`config.mk`:
```
export PLATFORM = sky130hd
export DESIGN_NAME = seq_multiplier
export DESIGN_NICKNAME = d
export VERILOG_FILES = /design/src/rtl/seq_multiplier.sv
export SDC_FILE = /design/constraint.sdc
export NUM_CORES = 1
export LEC_CHECK = 0
export BUFFER_PORTS_ARGS = -buffer_cell sky130_fd_sc_hd__buf_4
export CORE_MARGIN = 2
export CORE_UTILIZATION = 45
export CTS_CLUSTER_SIZE = 16
export DETAILED_ROUTE_END_ITERATION = 7
export PLACE_DENSITY_LB_ADDON = 0.25
export SYNTH_ARGS = -nofsm -noshare
export SYNTH_HDL_FRONTEND = slang
export SYNTH_SLANG_ARGS = --single-unit
```
`constraint.sdc`:
```
create_clock -name clk_i -period 5.85 [get_ports clk_i]
set_clock_uncertainty 0.1 [all_clocks]
set_input_delay 1.17 -clock clk_i [delete_from_list [all_inputs] [get_ports clk_i]]
set_output_delay 1.17 -clock clk_i [all_outputs]
set_load 0.05 [all_outputs]
```
`src/rtl/seq_multiplier.sv`:
```
// Sequential radix-2 shift-add multiplier, signed or unsigned operands.
//
// The operands are converted to magnitudes when a request is accepted. The
// block then makes one shift-add step per cycle for WIDTH cycles and applies
// the result sign when it loads the output register.
//
// Parameters:
//   WIDTH       operand width in bits; the product is 2*WIDTH bits
// Ports:
//   clk_i       system clock; all state changes on the rising edge
//   rst_i       asynchronous active-low reset
//   start_i     request to begin a multiply; sampled only in idle
//   signed_i    1 = two's-complement operands, 0 = unsigned (sampled with start_i)
//   src1_i      multiplicand (sampled with start_i)
//   src2_i      multiplier (sampled with start_i)
//   busy_o      high whenever the FSM is not idle
//   done_o      one-cycle pulse; result_o has just been loaded
//   result_o    product {hi, lo}; held until the next completed multiply
//   result_lo_o low WIDTH bits of result_o
//   zero_o      high when result_o is zero
module seq_multiplier #(
    parameter int unsigned WIDTH = 32
) (
    input  logic                 clk_i,
    input  logic                 rst_i,
    input  logic                 start_i,
    input  logic                 signed_i,
    input  logic [WIDTH-1:0]     src1_i,
    input  logic [WIDTH-1:0]     src2_i,
    output logic                 busy_o,
    output logic                 done_o,
    output logic [2*WIDTH-1:0]   result_o,
    output logic [WIDTH-1:0]     result_lo_o,
    output logic                 zero_o
);

    localparam int unsigned CntW = $clog2(WIDTH) + 1;
    localparam logic [CntW-1:0] LastCnt = CntW'(WIDTH - 1);

    typedef enum logic [1:0] {
        StIdle,
        StCalc,
        StDone
    } state_t;

    state_t               state_q, state_d;
    logic                 signed_q, signed_d;
    logic                 neg_q, neg_d;
    logic [2*WIDTH-1:0]   mcand_q, mcand_d;
    logic [WIDTH-1:0]     mplier_q, mplier_d;
    logic [2*WIDTH-1:0]   acc_q, acc_d;
    logic [CntW-1:0]      cnt_q, cnt_d;
    logic [2*WIDTH-1:0]   result_q, result_d;

    logic                 src1_neg, src2_neg;
    logic [WIDTH-1:0]     mag1, mag2;
    logic [2*WIDTH-1:0]   acc_step;

    // Negating the most negative value yields 2^(WIDTH-1), which is the
    // correct magnitude when read as unsigned.
    assign src1_neg = signed_i & src1_i[WIDTH-1];
    assign src2_neg = signed_i & src2_i[WIDTH-1];
    assign mag1     = src1_neg ? -src1_i : src1_i;
    assign mag2     = src2_neg ? -src2_i : src2_i;

    assign acc_step = mplier_q[0] ? (acc_q + mcand_q) : acc_q;

    always_comb begin
        state_d  = state_q;
        signed_d = signed_q;
        neg_d    = neg_q;
        mcand_d  = mcand_q;
        mplier_d = mplier_q;
        acc_d    = acc_q;
        cnt_d    = cnt_q;
        result_d = result_q;

        unique case (state_q)
            StIdle: begin
                if (start_i) begin
                    signed_d = signed_i;
                    neg_d    = src1_neg ^ src2_neg;
                    mcand_d  = {{WIDTH{1'b0}}, mag1};
                    mplier_d = mag2;
                    acc_d    = '0;
                    cnt_d    = '0;
                    state_d  = StCalc;
                end
            end
            StCalc: begin
                acc_d    = acc_step;
                mcand_d  = mcand_q << 1;
                mplier_d = mplier_q >> 1;
                cnt_d    = cnt_q + CntW'(1);
                if (cnt_q == LastCnt) begin
                    result_d = (signed_q && neg_q) ? -acc_step : acc_step;
                    state_d  = StDone;
                end
            end
            StDone: begin
                state_d = StIdle;
            end
            default: begin
                state_d = StIdle;
            end
        endcase
    end

    always_ff @(posedge clk_i or negedge rst_i) begin
        if (!rst_i) begin
            state_q  <= StIdle;
            signed_q <= 1'b0;
            neg_q    <= 1'b0;
            mcand_q  <= '0;
            mplier_q <= '0;
            acc_q    <= '0;
            cnt_q    <= '0;
            result_q <= '0;
        end else begin
            state_q  <= state_d;
            signed_q <= signed_d;
            neg_q    <= neg_d;
            mcand_q  <= mcand_d;
            mplier_q <= mplier_d;
            acc_q    <= acc_d;
            cnt_q    <= cnt_d;
            result_q <= result_d;
        end
    end

    assign busy_o      = (state_q != StIdle);
    assign done_o      = (state_q == StDone);
    assign result_o    = result_q;
    assign result_lo_o = result_q[WIDTH-1:0];
    assign zero_o      = (result_q == '0);

endmodule

```
After elaboration in Yosys (flattened, before gate mapping)
Cells that the tools add are included. Widths: inputs -> output; s select.

Register bits after elaboration: 234. Word-level logic and storage cells: 45. Output and inout bits: 99.

Bitwise operators: 3. Add/subtract/negate cells: 5. Reduce and logical (&&, ||, !) cells: 9. Equal/unequal tests: 5. Mux-type cells: 15.

Operators by type and width (count): $mux 64 (4); $pmux 64 s2 (2); $mux 32 (3); $add 64x64->64 (1); $logic_not 64->1 (1); $neg 32->32 (2); $neg 64->64 (1); $pmux 32 s2 (1); $pmux 6 s2 (1); $reduce_and 2->1 (4); $add 6x1->6 const B (1); $eq 6x5->1 const B (1); $mux 6 (1); $mux 2 (2); $ne 2x2->1 const B (2); $pmux 2 s2 (1); $reduce_bool 2->1 (2); $and 1x1->1 (2); $eq 2x1->1 const B (1); $eq 2x2->1 const B (1); $logic_not 2->1 (1); $logic_and 1x1->1 (1); $xor 1x1->1 (1).

Depth between registers and ports, before layout
Depth after elaboration: 4. Mapped depth: 16. Gate-level depth less buffers: 15.

Least setup slack after synthesis
No wires, ideal clock.

Path type: register to register. Start point: register mcand_q[0]. End point: register result_q[60], in the netlist result_o[60]. Library setup time: 0.140 ns. Stages on the path, launching flop included: 17. Path slack: 1.850 ns. Arrival: 3.760 ns. Cell sequence: dfrtp_1 -> ha_1 -> inv_1 -> fa_1 -> nor2b_2 -> o31ai_4 -> a211oi_1 -> mux2_2 -> a21o_1 -> o21ai_1 -> nand3_1 -> nor4_2 -> nand4_1 -> buf_2 -> nor4b_2 -> mux2i_1 -> o211ai_1.

Longest elaborated chain between the ends: 4.

Ends and longest elaborated chain: start, declared (line 49) `logic [2*WIDTH-1:0] mcand_q, mcand_d;`; start signal, assigned (line 123) `mcand_q <= mcand_d;`; $add 64x64->64 (*) (line 66) `assign acc_step = mplier_q[0] ? (acc_q + mcand_q) : acc_q;`; $mux 64 (*) (line 66); $neg 64->64 (line 96) `result_d = (signed_q && neg_q) ? -acc_step : acc_step;`; $mux 64 (*) (line 96); end signal, assigned (line 127) `result_q <= result_d;`; end, declared (line 53) `logic [2*WIDTH-1:0] result_q, result_d;`.

Every way passes the cells marked *; elsewhere a longest branch is shown, timed or not. A chain may end at the register's enable or synchronous reset.

Final worst setup path
Same ends and word-level chain as after synthesis.

==> flow_summary.ini <==
[routing]
first_pass_iters = 6
num_vias = 18200
wl_per_cell_um = 22.5
drc = 0
avgViaCountPerCell = 6.26
drt_iter0_markers = 1485
drt-total-wl_um = 65500
postRouteAntennaNets = 0

[yosys]
synthSimpleGateAreaFrac_pct = 23.0
ys_types = 104
synth_edf_count = 0
muxShareOfSynthArea_pct = 2.61
synth_top_family_by_area = compound AO/OA/AOI/OAI gates
synth_compound_area_share_pct = 26.7
avgSynthCellArea_um2 = 8.01
ys_seq_area_share_pct = 31.6
synth_top_area_cell = dfrtp_1
ys_async_sr_fraction_pct = 100
netlist_area_um2 = 18500
ys_seq_elements = 234
synthAdderAreaFrac_pct = 4.64
synth_cells = 2311
yosysTopAreaCellShare_pct = 31.6
synth.area.top_cells = dfrtp_1, o21ai_0, nand2_1
ys_warn_count = 0
synth_xor_area_share_pct = 6.20
syn-num-nets = 2447
synth_ff_type = dfrtp_1

[worst_setup_path]
cp.required_ns = 6.19
start_kind = flip-flop
crit_type = reg -> reg
path_max_fanout = 11
reg2reg_slack_ns = 0.76
endpoint_kind = flip-flop
worstPathArrival_ns = 5.43

[cts]
holdBufCountCts = 0
clock_sinks = 234
cts_setup_buffers = 0
clkLatencyLatePin_ns = 0.57
cts_tree = yes
cts-root-buf = clkbuf_16
ctsResizeCount = 0
cts_buffers = 28
clock_path_buffers = 3
cts.reportedPaths.clkPinSlew_ns = 0.06
htree_levels = 1

[sta]
slew_viol_final = 0
fin_tns_setup_ns = 0
period_share_pct = 87.1
setup_violations = 0
hold_viol = 0
rsz0062_at_grt = no
max_freq_mhz = 196
slew_headroom_pct = 20.6
worstMarginPinSlew_ns = 1.19
period_minus_slack_ns = 5.09

[layout]
fin_nets = 2491
insertedDiodeCount = 0
layout.cells.non_filler = 2909
area_growth_pct = 12.3
drive_gt1_share_pct = 13.1
fin_util_pct = 51.0

[floorplanning]
rows = 74
core_area_um2 = 40700
die_h_um = 207
die-area_um2 = 42800
start_util_pct = 45.4
io_pins = 167
dieWidth_um = 207

[power]
p_leak_uw = 0.00846
powerDensity_nw_per_um2 = 542
ir_drop_mv = 0.373

[placement]
portBuffers = 166
place_hpwl_um = 49900
gp_congestion = 0.976
dp_cells = 2857

[global_route]
grt.overflow.total = 0
grt_max_degree = 100
grt_pass1_wl_um = 100000
first_global_vias = 17400
antenna_found_initial = 0
globalRouteTotalUtil_pct = 30.3

[run]
cap_viol_max_count = 0

[run_status]
status = completed

[hold_path]
min_path_type = reg -> reg
==> cell usage after synthesis, drive strengths merged (51+ instances only) <==
library cell and number:
xnor2 84, nor3 64, ha 67, buf 74, nor4 51, nand3 101, dfrtp 234, nand2 304
a21oi 147, o21ai 300, a22oi 63, nor2 145, clkbuf 107
==> area by class of cell <==
cell class              instances  area, um^2
clock buffers                  35         778
clock inverters                17         155
fillers                      3934       20000
inverters                      33         124
multi-input cells            1863       11700
flip-flops and latches        234        5860
well taps                     532         666
repair buffers                195        1480
==> final timing paths <==
path	from	end	cells past startpoint
worst max-delay path	mcand_q[0]	result_o[60]	16
worst min-delay path	cnt_q[5]	cnt_q[5]	1
worst max register to register	mcand_q[0]	result_o[60]	16
worst min register to register	cnt_q[5]	cnt_q[5]	1
max in group asynchronous	rst_i	acc_q[0]	2
min in group asynchronous	rst_i	acc_q[31]	1
==> metal layers <==
metal	global-route usage, %	share of wire [%]
met1	37.1	40
met2	52.5	49
met3	3.12	4.3
met4	16.6	6.4
met5	0	0
==> layout by cell type (no fill, tap or decap), types with 16 or more instances in the layout <==
cell type  count
a21oi_1      146
o21ai_0      267
xnor2_1       84
mux2i_1       37
xor2_1        47
and2_1        19
a22oi_1       63
ha_1          67
a21o_1        28
or3_1         25
nand4_1       46
nor3_1        61
buf_4        193
o211ai_1      26
clkbuf_16     29
o21ai_1       29
nand2_1      302
nor2_1       144
a31oi_1       22
o31ai_1       19
nor4_1        45
inv_1         32
a211oi_1      16
nor2b_1       17
and3_1        25
nand3_1      100
dfrtp_1      233
==> metrics by stage <==
| stage | instance area, um^2 | hold slack (ns) | power, uW | setup slack [ns] |
|---|---|---|---|---|
| 6_report | 20800 | 0.386 | 11300 | 0.756 |
| 5_1_grt | 20800 | 0.409 | 12000 | 0.430 |
| 4_1_cts | 20800 | 0.385 | 11200 | 0.836 |
| 3_5_place_dp | 19900 | 0.377 | 9360 | 0.821 |
| 3_3_place_gp | 19900 | 0.368 | 9300 | 0.900 |
| 2_1_floorplan | 18500 | 0.352 | 7150 | 1.85 |
==> sequential cells by signal, summed over array words and instances (netlist names) <==
name,cells
mcand_q,64
cnt_q,6
mplier_q,32
neg_q,1
acc_q,64
signed_q,1
state_q,2
result_o,64
==> critical path, stage by stage, from the launching register on <==
cell      delay (ns)
dfrtp_1         0.38
ha_1            0.22
inv_1           0.07
fa_1            0.40
nor2b_2         0.27
o31ai_4         0.13
a211oi_1        0.38
mux2_2          0.42
a21o_1          0.17
o21ai_1         0.43
nand3_1         0.39
nor4_2          0.58
nand4_1         0.18
buf_4           0.22
nor4b_2         0.31
mux2i_1         0.23
o211ai_1        0.10
==> cell families after synthesis <==
logic type | after synthesis
buffers and inverters | 214
and+or+nand+nor | 855
adders and majority gates | 68
AOI/OAI and AO/OA | 762
DFF | 234
xor gates and xnor gates | 131
muxes | 47
==> power breakdown <==
group / total, uW / leakage, uW / internal, uW / switching [uW]
Combinational: 6870 / 0.00521 / 2280 / 4600
Sequential: 2610 / 0.00279 / 2080 / 527
Clock: 1780 / 0.000463 / 1030 / 745
Total: 11300 / 0.00846 / 5390 / 5870
(Power assumes the default switching activity.)
